--- config.mk ---
export PLATFORM = sky130hd
export DESIGN_NAME = fetch_ctrl
export DESIGN_NICKNAME = d
export VERILOG_FILES = /design/src/rtl/fetch_ctrl.sv
export SDC_FILE = /design/constraint.sdc
export NUM_CORES = 1
export LEC_CHECK = 0
export CAP_MARGIN = 15
export CORE_MARGIN = 5
export CORE_UTILIZATION = 48
export CTS_CLUSTER_DIAMETER = 200
export DETAILED_ROUTE_END_ITERATION = 16
export GPL_ROUTABILITY_DRIVEN = 0
export GPL_TIMING_DRIVEN = 0
export PLACE_DENSITY = 0.85
export SETUP_SLACK_MARGIN = 0.02
export SYNTH_ARGS = -nofsm -noshare
export SYNTH_HDL_FRONTEND = slang
export SYNTH_SLANG_ARGS = --single-unit
--- constraint.sdc ---
create_clock -name CLK -period 9.1 [get_ports CLK]
set_clock_uncertainty 0.15 [all_clocks]
set_input_delay 1.82 -clock CLK [delete_from_list [all_inputs] [get_ports CLK]]
set_output_delay 1.82 -clock CLK [all_outputs]
set_load 0.03 [all_outputs]
--- src/rtl/fetch_ctrl.sv ---
// Instruction fetch controller: tracks the fetch PC, steers the IF/ID latch controls,
// drains an outstanding read after a redirect and counts instructions accepted by decode.
module fetch_ctrl #(
   parameter logic [63:0] RESET_PC = 64'h0
) (
   input  logic        CLK,
   input  logic        RST,
   input  logic        ihit,
   input  logic [31:0] imem_rdata,
   input  logic        stall_id,
   input  logic        redirect,
   input  logic [63:0] redirect_pc,
   input  logic        pred_taken,
   input  logic [63:0] pred_target,
   input  logic        halt,
   output logic        imem_ren,
   output logic [63:0] imem_addr,
   output logic [63:0] pc_if,
   output logic [31:0] instr_if,
   output logic        pred_taken_if,
   output logic        flush,
   output logic        freeze,
   output logic        ihit_o,
   output logic [31:0] fetch_cnt
);

   typedef enum logic [1:0] {
      FETCH  = 2'd0,
      DRAIN  = 2'd1,
      HALTED = 2'd2
   } state_t;

   state_t      state_q;
   logic [63:0] pc_q;
   logic [63:0] pending_pc_q;
   logic [31:0] cnt_q;

   logic [63:0] next_pc;
   logic [63:0] redirect_pc_al;
   logic        cnt_max;

   // Targets are word aligned; the low two address bits are dropped on load.
   always_comb begin
      redirect_pc_al = redirect_pc & ~64'd3;
      next_pc        = pred_taken ? (pred_target & ~64'd3) : (pc_q + 64'd4);
      cnt_max        = &cnt_q;
   end

   // Latch controls are combinational so the IF/ID latch sees them in the same cycle.
   always_comb begin
      imem_ren      = 1'b0;
      imem_addr     = pc_q;
      pc_if         = pc_q;
      instr_if      = 32'd0;
      pred_taken_if = 1'b0;
      flush         = 1'b0;
      freeze        = 1'b0;
      ihit_o        = 1'b0;
      if (!RST) begin
         unique case (state_q)
            FETCH: begin
               imem_ren      = 1'b1;
               instr_if      = imem_rdata;
               pred_taken_if = pred_taken;
               ihit_o        = ihit & ~halt;
               flush         = redirect & ~halt;
               freeze        = ihit & stall_id & ~redirect & ~halt;
            end
            DRAIN: begin
               imem_ren = 1'b1;
               flush    = redirect & ~halt;
            end
            HALTED: begin
               freeze = 1'b1;
            end
            default: ;
         endcase
      end
   end

   assign fetch_cnt = cnt_q;

   always_ff @(posedge CLK or posedge RST) begin
      if (RST) begin
         state_q      <= FETCH;
         pc_q         <= RESET_PC;
         pending_pc_q <= 64'd0;
         cnt_q        <= 32'd0;
      end else begin
         case (state_q)
            FETCH: begin
               if (halt) begin
                  state_q <= HALTED;
               end else if (redirect) begin
                  if (ihit) begin
                     pc_q <= redirect_pc_al;
                  end else begin
                     // The read for the wrong path is still in flight; wait for it.
                     pending_pc_q <= redirect_pc_al;
                     state_q      <= DRAIN;
                  end
               end else if (ihit && !stall_id) begin
                  pc_q <= next_pc;
                  if (!cnt_max) begin
                     cnt_q <= cnt_q + 32'd1;
                  end
               end
            end
            DRAIN: begin
               if (halt) begin
                  state_q <= HALTED;
               end else if (redirect) begin
                  if (ihit) begin
                     pc_q    <= redirect_pc_al;
                     state_q <= FETCH;
                  end else begin
                     pending_pc_q <= redirect_pc_al;
                  end
               end else if (ihit) begin
                  pc_q    <= pending_pc_q;
                  state_q <= FETCH;
               end
            end
            HALTED: ;
            default: state_q <= FETCH;
         endcase
      end
   end

endmodule

==> impl_metrics.json <==
{
  "status": "completed",
  "die_y_um": 155,
  "drt-wirelength-per-cell_um": 24.1,
  "ant_nets": 0,
  "grt_pass1_wl_um": 62200,
  "hold_violations": 0,
  "fin_cells": 1734,
  "cp.required_ns": 7.13,
  "cts_hold_buf": 0,
  "place_ws_ns": 2.59,
  "post-route-cell-area_um2": 14700,
  "async_reset_ff_frac": 1.00,
  "grt_max_degree": 112,
  "leakagePower_nw": 6.03,
  "wl_um": 41900,
  "r2r_setup_slack_ns": 5.99,
  "place.port_buffers": 358,
  "pwr_density_cell_nw_per_um2": 154,
  "vias_per_cell": 6.30,
  "grt_pass1_vias": 10800,
  "power.share.sequential": 0.383,
  "yosys_register_bits": 160,
  "synthesis.nets": 1230,
  "worstSkewPairLatency_ns": 0.44,
  "crit_chain": "clkdlybuf4s50_1 -> clkbuf_1 -> clkbuf_1 -> and2_1 -> clkdlybuf4s50_1",
  "clkTransAtPathRegs_ns": 0.07,
  "finalCritPeriodShare": 0.732,
  "syn_to_final_growth_pct": 45.4,
  "crit_path_max_fanout": 10,
  "numCtsBuffers": 17,
  "cts_setup_buffers": 0,
  "syn_avg_cell_area_um2": 9.55,
  "finalSetupViolCount": 0,
  "ys.flop_type": "dfrtp_1",
  "start_kind": "input pin",
  "final_nets": 1609,
  "worst_path_max_delay_cell": "clkbuf_1",
  "yosysSeqAreaShare": 0.395,
  "sw_frac_of_total": 0.329,
  "rows": 53,
  "path_class": "input pin to output pin",
  "place_inst": 1696,
  "cts_tree": "built",
  "synthesis.area_um2": 10100,
  "dp_hpwl_um": 31100,
  "root_buffer": "clkbuf_16",
  "critPathBufInv": 4,
  "cts_sinks": 160,
  "use_met1": 0.389,
  "grt_usage": 0.335,
  "max-cap-violations": 0,
  "grt.overflow.total": 0,
  "cp_slowest_stage_delay_ns": 0.70,
  "ctsResizeCount": 0,
  "initialDrtViolationCount": 1392,
  "antenna_found_initial": 6,
  "vias": 10900,
  "irDropWorstVdd_mv": 0.144,
  "die_w_um": 155,
  "cp-end-kind": "output pin",
  "p_int_w": 0.00152,
  "p_total_w": 0.00227,
  "tightest_slew_ns": 1.15,
  "clkPwrFrac": 0.341,
  "worst_slack_ns": 2.44,
  "cp_top_family": "buffers and inverters",
  "grt.busiest_layer": "met2",
  "drive_gt1_frac": 0.148,
  "arrival_ns": 4.69,
  "rsz0062_at_grt": "no",
  "grtUsageMet2": 0.551,
  "use_met3": 0.107,
  "ys_warn_count": 0,
  "yosys.cell_types.count": 74,
  "relSlewSlack": 0.233,
  "synthCells": 1061,
  "first_pass_iters": 8,
  "synth_edf_count": 0,
  "power.switching_w": 0.000747,
  "fp.dieArea_um2": 24100,
  "slew_viol_final": 0,
  "combPwrFrac": 0.276,
  "clockBufferDepth": 2,
  "hp-class": "register to register",
  "min_period_ns": 6.66,
  "io_pins": 364,
  "fmax_mhz": 150,
  "fillCellCount": 1628,
  "drc": 0,
  "initial_core_util": 0.485,
  "ctsHtreeMaxLevel": 4,
  "design.core.area_um2": 20900,
  "placed_area_um2": 14100,
  "fin_setup_tns_ns": 0
}
==> worst reg2reg max path: cells and delay by family (launching register included) <==
family | cells | cell delay [ns]
compound gates | 2 | 0.47
simple gates | 4 | 1.56
flops | 1 | 0.54
fa+ha+maj | 1 | 0.28
==> flip-flops by register name (all words and copies together), names as in the netlist <==
name and flops:
imem_addr 64, state_q 2, pending_pc_q 62, fetch_cnt 32
==> cell type report <==
| class | instances | area (um2) | share of cell area |
|---|---|---|---|
| Multi-Input combinational cell | 759 | 5340 | 0.362 |
| Timing Repair Buffer | 360 | 3620 | 0.245 |
| Buffer | 127 | 734 | 0.0499 |
| Clock buffer | 18 | 429 | 0.0291 |
| Tap cell | 275 | 344 | 0.0234 |
| Sequential cell | 160 | 4000 | 0.272 |
| Inverter | 15 | 63.8 | 0.00433 |
| Clock inverter | 14 | 188 | 0.0127 |
| Antenna cell | 6 | 15.0 | 0.00102 |
==> layout by cell type, fill, tap and decap left out, types with 39 or more instances in the layout <==
cell type	netlist	routed
clkdlybuf4s50_1	0	358
and2_1	39	39
o21ai_0	63	63
clkbuf_1	46	47
buf_4	65	65
mux2_2	84	84
nor2_1	63	63
nand2_1	67	67
nand3_1	44	44
dfrtp_1	160	160
==> path summary, 6_finish.rpt <==
check,to,from,cells after the start
max,pred_taken_if,pred_taken,5
min,fetch_cnt[14],fetch_cnt[14],1
max reg2reg,imem_addr[52],imem_addr[2],7
min reg2reg,fetch_cnt[14],fetch_cnt[14],1
max in group asynchronous,imem_addr[36],RST,3
min in group asynchronous,imem_addr[6],RST,2
==> cell usage after synthesis (13+ instances only) <==
cell	count	area, um2
xnor2_1	33	289
and4_1	13	114
and3_1	14	87.6
o21ai_0	63	315
dfrtp_1	160	4000
nand2_1	67	251
a22o_1	15	131
xor2_1	17	149
mux2i_1	21	210
nand3_1	44	220
nor3_1	27	135
a31oi_1	17	106
a222oi_1	23	230
o22ai_1	14	87.6
and2_1	39	244
inv_1	14	52.6
buf_4	65	488
a21oi_1	36	180
mux2_2	84	946
a22oi_1	13	97.6
clkbuf_1	46	173
nor2_1	63	236
nand4_1	27	169
==> power by group through the flow <==
stage	clock [W]	combinational, W	sequential, W
2_1_floorplan	0	0.000279	0.000919
3_3_place_gp	0	0.000608	0.000873
3_5_place_dp	0	0.000620	0.000876
4_1_cts	0.000772	0.000623	0.000863
5_1_grt	0.000806	0.000657	0.000876
6_report	0.000774	0.000625	0.000867
==> metrics by stage <==
| step | utilization | hold WS (ns) |
|---|---|---|
| after floorplan | - | 0.322 |
| after global placement | 0.673 | 0.332 |
| after detailed placement | 0.675 | 0.329 |
| after CTS | 0.704 | 0.347 |
| after global routing | 0.705 | 0.368 |
| final | 0.705 | 0.342 |
==> cell families (layout without fill, tap and decap cells) <==
group / Yosys count / in the layout / share of synthesized area
adder cells (fa/ha/maj): 2 / 2 / 0.00247
AO/OA/AOI/OAI: 259 / 259 / 0.182
other: 0 / 6 / 0
AND/OR/NAND/NOR: 343 / 343 / 0.185
XOR/XNOR: 50 / 50 / 0.0432
multiplexers: 105 / 105 / 0.114
buffers and inverters: 142 / 534 / 0.0781
flip-flops: 160 / 160 / 0.395
==> routing by layer <==
layer	routed length [um]	vias up
met3	5280	211
met5	46	-
met4	2600	2
met2	19600	873
met1	14300	5151
li1	-	4680
No activity file was read; power rests on OpenSTA's default activity.
